<file path="config.mk">
export PLATFORM = sky130hd
export DESIGN_NAME = dmem_arbiter_flat
export DESIGN_NICKNAME = d
export VERILOG_FILES = /design/src/rtl/dmem_arbiter_if.sv /design/src/rtl/dmem_arbiter.sv /design/src/flat_wrapper.sv
export SDC_FILE = /design/constraint.sdc
export NUM_CORES = 1
export LEC_CHECK = 0
export ABC_AREA = 1
export ABC_CLOCK_PERIOD_IN_PS = 4010
export CORE_AREA = 2 2 115 117
export DETAILED_ROUTE_END_ITERATION = 8
export DIE_AREA = 0 0 117 119
export DONT_BUFFER_PORTS = 1
export PLACE_DENSITY = 0.73
export REMOVE_ABC_BUFFERS = 1
export SYNTH_ARGS = -nofsm -noshare
export SYNTH_HDL_FRONTEND = slang
export SYNTH_SLANG_ARGS = --single-unit
export TNS_END_PERCENT = 30
</file>
<file path="constraint.sdc">
create_clock -name clk -period 4.01 [get_ports clk]
set_input_delay 0.802 -clock clk [delete_from_list [all_inputs] [get_ports clk]]
set_output_delay 0.802 -clock clk [all_outputs]
set_load 0.02 [all_outputs]
</file>
<file path="src/rtl/dmem_arbiter_if.sv">
// dmem_arbiter_if: CPU, debug and memory-side signals of the data-memory port arbiter.
// Latency: none (wires only).
// Backpressure: cpu_stall and dbg_ack tell each requester when its access has completed.
// Ports: the slave modport is the arbiter's view and the master modport is the environment's view.
// Groups: cpu_* (memory stage), dbg_* (debug/loader), mem_* (DataMemory / MMIO port).
interface dmem_arbiter_if #(
  parameter int unsigned DBITS = 32
);
  logic             cpu_req;
  logic             cpu_we;
  logic [DBITS-1:0] cpu_addr;
  logic [DBITS-1:0] cpu_wdata;
  logic [DBITS-1:0] cpu_rdata;
  logic             cpu_stall;

  logic             dbg_req;
  logic             dbg_we;
  logic [DBITS-1:0] dbg_addr;
  logic [DBITS-1:0] dbg_wdata;
  logic [DBITS-1:0] dbg_rdata;
  logic             dbg_ack;

  logic             mem_en;
  logic             mem_we;
  logic [DBITS-1:0] mem_addr;
  logic [DBITS-1:0] mem_wdata;
  logic [DBITS-1:0] mem_rdata;

  modport slave (
    input  cpu_req, cpu_we, cpu_addr, cpu_wdata,
    output cpu_rdata, cpu_stall,
    input  dbg_req, dbg_we, dbg_addr, dbg_wdata,
    output dbg_rdata, dbg_ack,
    output mem_en, mem_we, mem_addr, mem_wdata,
    input  mem_rdata
  );

  modport master (
    output cpu_req, cpu_we, cpu_addr, cpu_wdata,
    input  cpu_rdata, cpu_stall,
    output dbg_req, dbg_we, dbg_addr, dbg_wdata,
    input  dbg_rdata, dbg_ack,
    input  mem_en, mem_we, mem_addr, mem_wdata,
    output mem_rdata
  );
endinterface

</file>
<file path="src/rtl/dmem_arbiter.sv">
// dmem_arbiter: shares one data-memory/MMIO port between the CPU memory stage and a debug port.
// Latency: RAM access 2 cycles (IDLE grant + ACCESS); I/O access 2+IO_WAIT cycles.
// Backpressure: cpu_stall holds the pipeline until CPU done; debug waits for the one-cycle dbg_ack.
// Ports: clk, reset (async, active-low), bus (dmem_arbiter_if.slave).
// Optional macro DMEM_ARB_PERF_EN adds perf_stall_cycles[31:0] and perf_dbg_grants[15:0] outputs.
module dmem_arbiter #(
  parameter int unsigned      DBITS        = 32,
  parameter logic [DBITS-1:0] IO_BASE      = 32'hF0000000,
  parameter int unsigned      IO_WAIT      = 2,
  parameter int unsigned      STARVE_LIMIT = 4
) (
  input  logic               clk,
  input  logic               reset,
  dmem_arbiter_if.slave      bus
`ifdef DMEM_ARB_PERF_EN
  ,
  output logic [31:0]        perf_stall_cycles,
  output logic [15:0]        perf_dbg_grants
`endif
);

  localparam logic [1:0] ST_IDLE   = 2'd0;
  localparam logic [1:0] ST_ACCESS = 2'd1;
  localparam logic [1:0] ST_IOWAIT = 2'd2;

  localparam logic OWN_CPU = 1'b0;
  localparam logic OWN_DBG = 1'b1;

  localparam logic [3:0] STARVE_MAX = 4'(STARVE_LIMIT);
  localparam logic [3:0] WAIT_LOAD  = 4'(IO_WAIT);

  logic [1:0]       state_q, state_d;
  logic             owner_q, owner_d;
  logic [3:0]       starve_q, starve_d;
  logic [3:0]       wait_q, wait_d;
  logic             we_q, we_d;
  logic [DBITS-1:0] addr_q, addr_d;
  logic [DBITS-1:0] wdata_q, wdata_d;
  logic [DBITS-1:0] cpu_rdata_q, cpu_rdata_d;
  logic [DBITS-1:0] dbg_rdata_q, dbg_rdata_d;

  logic grant_dbg, grant_cpu;
  logic done, cpu_done, dbg_done, cpu_stall;

  // Debug wins when the CPU is silent, or when it has lost STARVE_LIMIT IDLE rounds in a row.
  assign grant_dbg = bus.dbg_req & (~bus.cpu_req | (starve_q == STARVE_MAX));
  assign grant_cpu = bus.cpu_req & ~grant_dbg;

  always_comb begin
    state_d     = state_q;
    owner_d     = owner_q;
    starve_d    = starve_q;
    wait_d      = wait_q;
    we_d        = we_q;
    addr_d      = addr_q;
    wdata_d     = wdata_q;
    done        = 1'b0;
    case (state_q)
      ST_IDLE: begin
        if (grant_dbg) begin
          owner_d  = OWN_DBG;
          we_d     = bus.dbg_we;
          addr_d   = bus.dbg_addr;
          wdata_d  = bus.dbg_wdata;
          starve_d = 4'd0;
          state_d  = ST_ACCESS;
        end else if (grant_cpu) begin
          owner_d = OWN_CPU;
          we_d    = bus.cpu_we;
          addr_d  = bus.cpu_addr;
          wdata_d = bus.cpu_wdata;
          // Only a win over a waiting debug request counts as debug starvation.
          if (bus.dbg_req && (starve_q < STARVE_MAX)) begin
            starve_d = starve_q + 4'd1;
          end
          state_d = ST_ACCESS;
        end
      end
      ST_ACCESS: begin
        if ((addr_q < IO_BASE) || (IO_WAIT == 0)) begin
          done    = 1'b1;
          state_d = ST_IDLE;
        end else begin
          wait_d  = WAIT_LOAD;
          state_d = ST_IOWAIT;
        end
      end
      ST_IOWAIT: begin
        wait_d = wait_q - 4'd1;
        if (wait_q == 4'd1) begin
          done    = 1'b1;
          state_d = ST_IDLE;
        end
      end
      default: state_d = ST_IDLE;
    endcase
  end

  assign cpu_done = done & (owner_q == OWN_CPU);
  assign dbg_done = done & (owner_q == OWN_DBG);

  // Read data registers capture only on read completions; writes leave them untouched.
  assign cpu_rdata_d = (cpu_done && !we_q) ? bus.mem_rdata : cpu_rdata_q;
  assign dbg_rdata_d = (dbg_done && !we_q) ? bus.mem_rdata : dbg_rdata_q;

  always_ff @(posedge clk or negedge reset) begin
    if (!reset) begin
      state_q     <= ST_IDLE;
      owner_q     <= OWN_CPU;
      starve_q    <= 4'd0;
      wait_q      <= 4'd0;
      we_q        <= 1'b0;
      addr_q      <= '0;
      wdata_q     <= '0;
      cpu_rdata_q <= '0;
      dbg_rdata_q <= '0;
    end else begin
      state_q     <= state_d;
      owner_q     <= owner_d;
      starve_q    <= starve_d;
      wait_q      <= wait_d;
      we_q        <= we_d;
      addr_q      <= addr_d;
      wdata_q     <= wdata_d;
      cpu_rdata_q <= cpu_rdata_d;
      dbg_rdata_q <= dbg_rdata_d;
    end
  end

  // Address/data come straight from the latch so they hold their last value while IDLE.
  assign bus.mem_en    = (state_q != ST_IDLE);
  assign bus.mem_we    = (state_q != ST_IDLE) & we_q;
  assign bus.mem_addr  = addr_q;
  assign bus.mem_wdata = wdata_q;

  assign cpu_stall     = bus.cpu_req & ~cpu_done;
  assign bus.cpu_stall = cpu_stall;
  assign bus.cpu_rdata = cpu_done ? bus.mem_rdata : cpu_rdata_q;
  assign bus.dbg_rdata = dbg_done ? bus.mem_rdata : dbg_rdata_q;
  assign bus.dbg_ack   = dbg_done;

`ifdef DMEM_ARB_PERF_EN
  logic [31:0] perf_stall_q, perf_stall_d;
  logic [15:0] perf_grant_q, perf_grant_d;

  assign perf_stall_d = (cpu_stall && !(&perf_stall_q)) ? perf_stall_q + 32'd1 : perf_stall_q;
  assign perf_grant_d = ((state_q == ST_IDLE) && grant_dbg && !(&perf_grant_q)) ?
                        perf_grant_q + 16'd1 : perf_grant_q;

  always_ff @(posedge clk or negedge reset) begin
    if (!reset) begin
      perf_stall_q <= '0;
      perf_grant_q <= '0;
    end else begin
      perf_stall_q <= perf_stall_d;
      perf_grant_q <= perf_grant_d;
    end
  end

  assign perf_stall_cycles = perf_stall_q;
  assign perf_dbg_grants   = perf_grant_q;
`endif

endmodule

</file>
<file path="src/flat_wrapper.sv">
// flat-port wrapper written by rule: the top's interface ports become plain ports
module dmem_arbiter_flat 
#(
  parameter int unsigned      DBITS        = 32,
  parameter logic [DBITS-1:0] IO_BASE      = 32'hF0000000,
  parameter int unsigned      IO_WAIT      = 2,
  parameter int unsigned      STARVE_LIMIT = 4
)
  (clk, reset, bus_cpu_req, bus_cpu_we, bus_cpu_addr, bus_cpu_wdata, bus_cpu_rdata, bus_cpu_stall, bus_dbg_req, bus_dbg_we, bus_dbg_addr, bus_dbg_wdata, bus_dbg_rdata, bus_dbg_ack, bus_mem_en, bus_mem_we, bus_mem_addr, bus_mem_wdata, bus_mem_rdata);
  dmem_arbiter_if #(.DBITS(DBITS)) bus_i ();
  input  logic clk;
  input  logic reset;
  input wire logic [$bits(bus_i.cpu_req)-1:0] bus_cpu_req;
  input wire logic [$bits(bus_i.cpu_we)-1:0] bus_cpu_we;
  input wire logic [$bits(bus_i.cpu_addr)-1:0] bus_cpu_addr;
  input wire logic [$bits(bus_i.cpu_wdata)-1:0] bus_cpu_wdata;
  output wire logic [$bits(bus_i.cpu_rdata)-1:0] bus_cpu_rdata;
  output wire logic [$bits(bus_i.cpu_stall)-1:0] bus_cpu_stall;
  input wire logic [$bits(bus_i.dbg_req)-1:0] bus_dbg_req;
  input wire logic [$bits(bus_i.dbg_we)-1:0] bus_dbg_we;
  input wire logic [$bits(bus_i.dbg_addr)-1:0] bus_dbg_addr;
  input wire logic [$bits(bus_i.dbg_wdata)-1:0] bus_dbg_wdata;
  output wire logic [$bits(bus_i.dbg_rdata)-1:0] bus_dbg_rdata;
  output wire logic [$bits(bus_i.dbg_ack)-1:0] bus_dbg_ack;
  output wire logic [$bits(bus_i.mem_en)-1:0] bus_mem_en;
  output wire logic [$bits(bus_i.mem_we)-1:0] bus_mem_we;
  output wire logic [$bits(bus_i.mem_addr)-1:0] bus_mem_addr;
  output wire logic [$bits(bus_i.mem_wdata)-1:0] bus_mem_wdata;
  input wire logic [$bits(bus_i.mem_rdata)-1:0] bus_mem_rdata;
  assign bus_i.cpu_req = bus_cpu_req;
  assign bus_i.cpu_we = bus_cpu_we;
  assign bus_i.cpu_addr = bus_cpu_addr;
  assign bus_i.cpu_wdata = bus_cpu_wdata;
  assign bus_cpu_rdata = bus_i.cpu_rdata;
  assign bus_cpu_stall = bus_i.cpu_stall;
  assign bus_i.dbg_req = bus_dbg_req;
  assign bus_i.dbg_we = bus_dbg_we;
  assign bus_i.dbg_addr = bus_dbg_addr;
  assign bus_i.dbg_wdata = bus_dbg_wdata;
  assign bus_dbg_rdata = bus_i.dbg_rdata;
  assign bus_dbg_ack = bus_i.dbg_ack;
  assign bus_mem_en = bus_i.mem_en;
  assign bus_mem_we = bus_i.mem_we;
  assign bus_mem_addr = bus_i.mem_addr;
  assign bus_mem_wdata = bus_i.mem_wdata;
  assign bus_i.mem_rdata = bus_mem_rdata;
  dmem_arbiter #(.DBITS(DBITS), .IO_BASE(IO_BASE), .IO_WAIT(IO_WAIT), .STARVE_LIMIT(STARVE_LIMIT)) u_core (.clk(clk), .reset(reset), .bus(bus_i));
endmodule
</file>
==> results.yml <==
run_status:
  status: "finished clean"
critical_path:
  critical_path_class: "flop to primary output"
  rrSetupSlack_ns: 1.72
  required_ns: 3.21
  cp-end-kind: "primary output"
  crit_fanout: 34
  cp.arrival_ns: 2.79
  critPathLaunchType: "flop"
floorplanning:
  std_cell_rows: 42
  start_util_pct: 55.5
  dieWidth_um: 117
  design.core.area_um2: 12900
  die_y_um: 119
  ios: 298
  die_area_um2: 13900
clocking:
  cts_tree: "done"
  htreeDepth: 4
  clock_sinks: 140
  numCtsBuffers: 17
  clkLatencyLatePin_ns: 0.42
  clockRootBuffer: "clkbuf_16"
  cts.clk_slew.worst_paths_ns: 0.06
  cts.repair.resized: 0
  cts_hold_buf: 0
  cts_buffer_depth: 2
  post_cts_buffers: 0
power:
  sw_frac_of_total_pct: 50.4
  p_int_w: 0.00398
  pwr-share-clk_pct: 20.5
  ir_drop_mv: 0.475
  powerDensity_nw_per_um2: 1040
  seqPwrFrac_pct: 37.5
  p_switching_w: 0.00404
  pwr-share-comb_pct: 42.0
  p_leak_nw: 3.66
yosys:
  synth_common_cells: "nand2_1 (370), dfrtp_1 (140), a21oi_1 (131)"
  synth_edf_count: 0
  ys_async_sr_fraction_pct: 100
  synthCells: 940
  synth_cell_type_count: 25
  netlist_area_um2: 7150
  ys.flop_type: "dfrtp_1"
  synthDominantCellAreaShare_pct: 49.0
  syn_area_per_cell_um2: 7.61
  synth_area_leaders: "dfrtp_1 (49%), nand2_1 (19%), a21oi_1 (9.2%), nand4_1 (5.9%), nor2_1 (3.8%)"
  synth_seq_cells: 140
  synth_warnings: 0
  seq_area_frac_synth_pct: 49.0
  synth.most_common_cell: "nand2_1"
  yosysTopAreaCell: "dfrtp_1"
cells_and_area:
  final_net_count: 1072
  regArea_um2: 3500
  multi_input_area_um2: 3190
  fin_util_pct: 59.9
  diodes: 0
  nFillCells: 1187
  final_cell_count_no_fill: 1087
  syn_to_final_growth_pct: 7.77
  drive_above_1_share_pct: 6.04
sta:
  worst_slew_pin_slew_ns: 1.12
  maxSlewHeadroom_pct: 25.2
  slew_violations: 0
  period_needed_ns: 3.59
  hold_violations: 0
  clock_skew_ns: 0.00554
  finalCritPeriodShare_pct: 89.6
  rsz0062_at_grt: "no"
  setup-violations-final: 0
  fmax_ghz: 0.278
global_route:
  grt_max_degree: 141
  grt_pass1_wl_um: 30000
  grt_usage_pct: 27.9
  gr-total-overflow: 0
  grt_pass1_vias: 5832
  antenna_found_initial: 0
route:
  vias: 6361
  drc_errors: 0
  drt_iter0_markers: 599
  ant_nets: 0
  post_drt_wl_per_cell_um: 18.0
  routed_wl_um: 19600
  firstDrtPassIters: 5
  vias_per_cell: 5.85
placed_design:
  post-place-cells: 1055
  dpl.hpwl_um: 12700
  place_congestion: 0.780
  port-buffer-count: 0
hold_path:
  hold_path.class: "input pin to async pin"
flow_run:
  maxCapViolCount: 0
[registers in the layout (all words and copies together) (netlist names)]
signal / flops
u_core.bus.mem_addr: 32
u_core.wait_q: 4
u_core.bus.mem_wdata: 32
u_core.state_q: 2
u_core.starve_q: 4
u_core.owner_q: 1
u_core.cpu_rdata_q: 32
u_core.dbg_rdata_q: 32
u_core.we_q: 1
[final timing paths]
path | end | cells after the start | start
min | u_core.cpu_rdata_q[12] | 0 | reset
max reg2reg | u_core.cpu_rdata_q[17] | 8 | u_core.state_q[0]
min in group clk | u_core.dbg_rdata_q[23] | 2 | u_core.dbg_rdata_q[23]
max | bus_dbg_rdata[27] | 8 | u_core.state_q[0]
max in group asynchronous | u_core.bus.mem_wdata[3] | 0 | reset
min reg2reg | u_core.dbg_rdata_q[23] | 2 | u_core.dbg_rdata_q[23]
[power groups by stage]
stage	logic, W	clock network [W]	registers (W)
2_1_floorplan	0.00265	0	0.00286
3_3_place_gp	0.00331	0	0.00300
4_1_cts	0.00337	0.00167	0.00301
3_5_place_dp	0.00335	0	0.00302
5_1_grt	0.00377	0.00173	0.00308
6_report	0.00337	0.00165	0.00301
[cell families after synthesis]
group	after synthesis	synth area share [%]
fa+ha+maj	8	1.40
buf+inv	94	6.63
xor+xnor	1	0.123
compound gates	174	12.4
flops	140	49.0
simple gates	523	30.5
[area by class of cell]
| cell class | count | share of cell area, % |
|---|---|---|
| Clock inverter | 10 | 1.77 |
| Tap cell | 176 | 2.86 |
| Clock buffer | 22 | 6.41 |
| Inverter | 23 | 1.12 |
| Timing Repair Buffer | 10 | 0.974 |
| Multi-Input combinational cell | 706 | 41.4 |
| Sequential cell | 140 | 45.5 |
[placed cells by master (no fill, tap or decap), drive strengths merged]
| cell | synthesis | final |
|---|---|---|
| bufinv | 0 | 3 |
| nor4 | 1 | 1 |
| nand4 | 69 | 69 |
| o21ai | 39 | 39 |
| a21oi | 133 | 133 |
| ha | 8 | 8 |
| nand3 | 7 | 7 |
| xor2 | 1 | 1 |
| o31ai | 1 | 1 |
| nor2 | 74 | 74 |
| dfrtp | 140 | 140 |
| nand2 | 372 | 372 |
| inv | 23 | 23 |
| a31oi | 1 | 1 |
| clkinvlp | 0 | 3 |
| buf | 49 | 10 |
| clkinv | 0 | 4 |
| clkbuf | 22 | 22 |
[through the flow]
stage / cell area, um^2 / TNS (ns) / hold WS, ns / total power, W / setup WS, ns
5_1_grt: 7710 / 0 / 0.0582 / 0.00857 / 0.165
3_3_place_gp: 7080 / 0 / 0.455 / 0.00631 / 0.946
4_1_cts: 7710 / 0 / 0.0597 / 0.00804 / 0.402
2_1_floorplan: 6760 / -9.45 / 0.443 / 0.00551 / -0.285
3_5_place_dp: 7080 / 0 / 0.460 / 0.00637 / 0.865
6_report: 7710 / 0 / 0.0793 / 0.00802 / 0.416
[critical path, cell delays in order (launching register included)]
cell and delay (ns):
dfrtp_1 0.38, inv_1 0.12, ha_1 0.30, nand4_2 0.18
nand2_2 0.14, nand2_4 0.22, nor2_4 0.66, nand2_1 0.12
nand2_1 0.22
[routing by layer]
| metal | up-vias | GRT usage [%] | part of all wire [%] |
|---|---|---|---|
| li1 | 3004 | - | - |
| met1 | 3006 | 35.8 | 40 |
| met2 | 316 | 43.2 | 48 |
| met3 | 35 | 9.31 | 9.5 |
| met4 | 0 | 11.7 | 2.7 |
| met5 | - | 0 | 0 |
Note: power is estimated with default switching activity, not from simulation.
==> variant 1: new RTL, same settings <==
Take the reset off `dbg_rdata_q` and load it in a clocked block of its own.
--- a/src/rtl/dmem_arbiter.sv
+++ b/src/rtl/dmem_arbiter.sv
@@ -113,7 +113,6 @@
       addr_q      <= '0;
       wdata_q     <= '0;
       cpu_rdata_q <= '0;
-      dbg_rdata_q <= '0;
     end else begin
       state_q     <= state_d;
       owner_q     <= owner_d;
@@ -123,8 +122,11 @@
       addr_q      <= addr_d;
       wdata_q     <= wdata_d;
       cpu_rdata_q <= cpu_rdata_d;
-      dbg_rdata_q <= dbg_rdata_d;
     end
+  end
+
+  always_ff @(posedge clk) begin
+    dbg_rdata_q <= dbg_rdata_d;
   end
 
   // Address/data come straight from the latch so they hold their last value while IDLE.
Check against the original RTL: differs if reset is asserted again (counterexample within 4 cycles, from zero or initial values and one cycle with reset low); with reset held inactive, the same outputs for 4 cycles.
==> variant 1 against the original RTL <==
Cell count decreased by 9.2%; die area is the same; design area fell by 4.6%; global-route usage fell by 1.7 points; sequential cell count is the same; synthesized cell count is 12% lower; register-to-register slack got worse by 620 ps; total power fell by 11%; setup slack improved by 120 ps; via count decreased by 10%; area after synthesis fell by 5.5%; sequential power shrank 5%; hold slack improved by 3.1 ps; routed wire length fell by 7.6%; largest cell class unchanged; largest power group is now registers.
==> variant 1: results (changes against the original RTL) <==
The tools report the reported leakage power as 3.38 nW (-7.8%). The pin count of the biggest net entering global routing was 109 (-23%). Ranked by total cell area, the synthesized netlist is headed by dfrtp_1, nand2_1, edfxtp_1, a21oi_1, nor2_1. The largest buffer count on any clock path is 2 (unchanged). For the first-pass GRT wire length, the log shows 28100 microns (-6.5%).

The min-delay analysis places its worst path in the category in2async. The share of async-settable or async-resettable flops after synthesis is 77.1% (-23 points), and the number of levels the H-tree was split into is 4 (unchanged). The sequential element share of the synthesized area was 54.2% (+5.2 points).

The logs give 826 (-12%) for the number of cells produced by synthesis and 5.89 ps (+0.345 ps) for the worst setup skew after layout. The diode insertion count for antenna repair was 0 (unchanged). For the post-placement cell count, the log shows 955 (-9.5%).

The switching share of power is 47.8% (-2.6 points), and the wire length per cell is 18.3 microns (+1.7%). The number of buffers created by CTS is 17 (unchanged), and the clock edge transition at the registers on the reported setup and hold paths is 50 ps. The logs give 972 (-9.3%) for the net count reported at finish and 0 (unchanged) for the post-CTS setup buffer count. The worst vdd rail ir drop is 0.000464 V (-2.3%).

Aggregate global-route resource usage: 26.1% (-1.7 points). The tree is rooted in a clkbuf_16. Number of gates resized after cts: 0 (unchanged). The clock latency on the worst-skew pair is 420 ps (about the same), and the share of cells above drive strength 1 is 6.04% (about the same).

The count of different cell masters after synthesis was 27 (+8.0%); the count of input and output buffers was 0 (unchanged). The run gives 6 (+1) as the iteration count of the initial detailed-routing pass. The initial antenna violation count was 0 (unchanged); the number of vias per cell was 5.78 (-1.3%).

The tools report the worst path arrival time as 2670 ps (-120 ps). Maximum fanout encountered on the critical timing path: 33 (-2.9%). The run gives 0.892 (+14%) as the placer's final routability congestion estimate. The number of global-route vias before repair is 5395 (-7.5%). The number of filler instances in the final layout is 1173 (-1.2%), and the half-perimeter wire length of the detailed placement result is 12400 microns (-2.4%). Sorting the synthesized cells by how often they occur yields nand2_1, a21oi_1, dfrtp_1. The count of flip-flops with a built-in enable after synthesis was 32 (+32). The flow ran to the end, and the final reports show no timing, DRC or antenna violations.

The register-to-register setup slack is 1100 ps (-620 ps). The number of DRC markers after the initial detailed-route iteration came out at 524 (-13%). The number of synthesis warnings came out at 0 (unchanged).

The logs give 82.4 ps (+3.08 ps) for the worst hold margin and 26.6% (+1.4 points) for the worst slew margin relative to its limit. The final instance count without filler cells was 987 (-9.2%).
==> variant 1: cell count changes in the layout (fill, tap and decap cells not counted), moves of 5 or more <==
| cell | unedited run | this run |
|---|---|---|
| dfrtp_1 | 140 | 108 |
| edfxtp_1 | 0 | 32 |
| nand2_1 | 369 | 337 |
| buf_4 | 10 | 5 |
| nand4_1 | 68 | 35 |
| o21ai_0 | 33 | 5 |
==> variant 1: logic make-up after synthesis <==
family / share of synthesized area (%)
AND/OR/NAND/NOR: 27.6
AO/OA/AOI/OAI: 10.8
flip-flops: 54.2
buffers and inverters: 5.79
adder cells (fa/ha/maj): 1.48
XOR/XNOR: 0.130
==> variant 1: worst paths after layout <==
check | start | endpoint | cells after the start
max | u_core.state_q[0] | bus_dbg_rdata[17] | 8
min | reset | u_core.cpu_rdata_q[6] | 0
max reg2reg | u_core.state_q[0] | u_core.dbg_rdata_q[30] | 6
min reg2reg | u_core.cpu_rdata_q[16] | u_core.cpu_rdata_q[16] | 2
max in group asynchronous | reset | u_core.we_q | 0
min in group clk | bus_mem_rdata[21] | u_core.dbg_rdata_q[21] | 0
==> variant 1: per-stage QoR <==
step / area, sq um / utilization (%) / worst slack, ps
after global routing: 7350 / 57.1 / 293
after global placement: 6730 / 52.3 / 1130
after floorplan: 6450 / - / -1500
final: 7350 / 57.1 / 534
after detailed placement: 6730 / 52.3 / 979
after CTS: 7350 / 57.1 / 520
==> variant 1: cell type report <==
type,count,share of cell area [%]
multi-input cells,611,37.1
flip-flops and latches,140,49.8
inverters,23,1.17
well taps,176,3.00
repair buffers,5,0.511
clock inverters,13,2.35
clock buffers,19,6.03
==> variant 1: layer usage <==
| metal | global-route usage [%] | up-vias | wire length, microns |
|---|---|---|---|
| li1 | - | 2639 | - |
| met1 | 32.0 | 2667 | 6900 |
| met2 | 41.8 | 348 | 8740 |
| met3 | 8.40 | 47 | 1740 |
| met4 | 12.2 | 0 | 699 |
| met5 | 0 | - | 0 |
==> variant 1: worst max-delay path: stages (launching register included) <==
cell and delay (ps):
dfrtp_1 380, inv_1 120, ha_1 310, nand4_2 190, nand2_1 140, nand2_2 100
nor2_4 660, nand2_1 140, nand2_1 230
==> variant 1: power by group through the flow <==
stage	combinational, mW	sequential [mW]	clock (mW)
4_1_cts	2.64	2.87	1.66
3_3_place_gp	2.51	2.87	0
3_5_place_dp	2.62	2.89	0
5_1_grt	2.97	2.92	1.73
6_report	2.64	2.87	1.64
2_1_floorplan	2.13	2.72	0
==> variant 2: new RTL, same settings <==
Made on the original files. Put a register stage on the output `bus.dbg_rdata`. The value now appears one clock later.
--- a/src/rtl/dmem_arbiter.sv
+++ b/src/rtl/dmem_arbiter.sv
@@ -136,7 +136,9 @@
   assign cpu_stall     = bus.cpu_req & ~cpu_done;
   assign bus.cpu_stall = cpu_stall;
   assign bus.cpu_rdata = cpu_done ? bus.mem_rdata : cpu_rdata_q;
-  assign bus.dbg_rdata = dbg_done ? bus.mem_rdata : dbg_rdata_q;
+  always_ff @(posedge clk) begin
+    bus.dbg_rdata <= dbg_done ? bus.mem_rdata : dbg_rdata_q;
+  end
   assign bus.dbg_ack   = dbg_done;
 
 `ifdef DMEM_ARB_PERF_EN
Formal check against the unedited RTL: not equivalent (Yosys sat finds a counterexample within 4 cycles, from zero or initial values and one cycle with reset low).
==> variant 2 against the original RTL <==
Total power up 7.2%; design area up 8.0%; utilization up 4.8 points; setup slack worse by 88 ps; routed wire length up 5.2%; clock skew up 1.5 ps; maximum frequency down 2.4%; critical path type unchanged; area after synthesis up 8.6%; sequential cell count up 32.
==> variant 2: results (changes against the original RTL) <==
The aggregate global-route resource usage was 29.5% (+1.6 points). The mux share of post-synthesis cell area is 0% (unchanged), and the stage delay of the slowest cell on the critical path is 630 ps (-30 ps). The diode insertion count for antenna repair came out at 0 (unchanged). The run gives 2 (unchanged) as the largest buffer count on any clock path. The run gives 0 (unchanged) as the initial antenna violation count. Post-place instance area: 7710 sq um (+9.0%).

The actual transition at the worst max-transition pin was 1050 ps (-71.1 ps); the count of input and output buffers was 0 (unchanged). The run gives 3.91 nW (+6.6%) as the reported leakage power. The class of the most critical hold timing path was in2async. The logs give 7.06 ps (+1.52 ps) for the worst setup skew after layout and 654 (+9.2%) for the number of DRC markers after the initial detailed-route iteration. The maximum fanout encountered on the critical timing path came out at 34 (unchanged). The slowest cell on the critical path was nor2_4. The global routing usage on met2 is 47.4% (+4.3 points). The number of gates resized after cts is 0 (unchanged), and the number of global-route vias before repair is 6278 (+7.6%). The half-perimeter wire length of the detailed placement result was 13400 microns (+5.6%); the wire length on met1 was 7900 microns (+0.27%). The run gives 10200 microns (+9.3%) as the wire length on met2.

Placer's final routability congestion estimate: 0.888 (+14%). Number of levels the H-tree was split into: 4 (unchanged). The run gives 6707 (+5.4%) as the total vias in the final route. The net count reported at finish was 1104 (+3.0%); the first-pass GRT wire length was 32000 microns (+6.7%).

The sequential element share of the synthesized area was 53.4% (+4.4 points). The tree is rooted in a clkbuf_16. The number of buffers created by CTS is 17 (unchanged), and the total detailed-routing wirelength is 20600 microns (+5.2%).

For the clock latency on the worst-skew pair, the log shows 420 ps (about the same). The worst vdd rail ir drop was 0.000520 V (+9.5%); the xor-xnor portion of the synthesized cell area was 0.113% (-0.0097 points). The adder-cell area share of the yosys netlist works out to 1.29% (-0.11 points).

In this run the top signal layer used is met4. Pin count of the biggest net entering global routing: 141 (unchanged). The met3 wire length is 1860 microns (-0.38%). The share of cells above drive strength 1 was 5.62% (-0.42 points).

Share of async-settable or async-resettable flops after synthesis: 81.4% (-19 points). The commonest cells after synthesis are nand2_1, dfrtp_1, a21oi_1. Global routing met1 resource utilization: 37.8% (+2.1 points). Synthesized-area fraction occupied by ao, oa, aoi and oai cells: 11.4% (-1.0 points). Iteration count of the initial detailed-routing pass: 8 (+3). The clock edge transition at the registers on the reported setup and hold paths is 60 ps (about the same).

The critical path's top delay family was simple AND/OR/NAND/NOR gates. Post-CTS setup buffer count: 0 (unchanged). The flow ran to the end, and the final reports show no timing, DRC or antenna violations. The count of different cell masters after synthesis was 24 (-4.0%); the global routing met3 resource utilization was 7.63% (-1.7 points). By area the synthesized netlist is led by dfrtp_1, nand2_1, a21oi_1, dfxtp_1, nand4_1.

The number of synthesis warnings is 0 (unchanged).
## variant 2: cells by family (layout without fill, tap and decap cells)
| family | Yosys count | after routing |
|---|---|---|
| AOI/OAI and AO/OA | 174 | 174 |
| xor gates and xnor gates | 1 | 1 |
| adders and majority gates | 8 | 8 |
| buffers and inverters | 93 | 65 |
| DFF | 172 | 172 |
| and+or+nand+nor | 523 | 523 |
## variant 2: where the power goes
group / leakage, nW / total [mW] / internal (mW) / switching (mW)
Clock: 0.303 / 1.70 / 1.03 / 0.670
Sequential: 1.90 / 3.82 / 2.62 / 1.21
Combinational: 1.70 / 3.08 / 0.820 / 2.26
Total: 3.91 / 8.60 / 4.46 / 4.13
## variant 2: final cells by class
cell class,instances,area [sq um]
fill,1068,4550
sequential,172,4140
multi-input combinational,706,3180
clock buffer,21,470
tap,176,220
clock inverter,11,140
timing repair buffer,11,82.6
inverter,22,82.6
## variant 2: worst paths after layout
check | startpoint | endpoint | slack (ps) | cells past startpoint
worst max register to register | u_core.owner_q | u_core.cpu_rdata_q[31] | 1560 | 6
max in group asynchronous | reset | u_core.cpu_rdata_q[28] | 3740 | 0
worst max-delay path | u_core.state_q[0] | bus_cpu_rdata[25] | 330 | 8
worst min-delay path | reset | u_core.cpu_rdata_q[23] | 80 | 0
min in group clk | u_core.dbg_rdata_q[25] | u_core.dbg_rdata_q[25] | 470 | 2
worst min register to register | u_core.dbg_rdata_q[25] | u_core.dbg_rdata_q[25] | 470 | 2
## variant 2: metrics by stage
step,worst slack [ps],std cells
after CTS,308,1119
after detailed placement,780,1087
after floorplan,-1620,900
after global placement,906,1087
final,328,1119
after global routing,68.9,1119
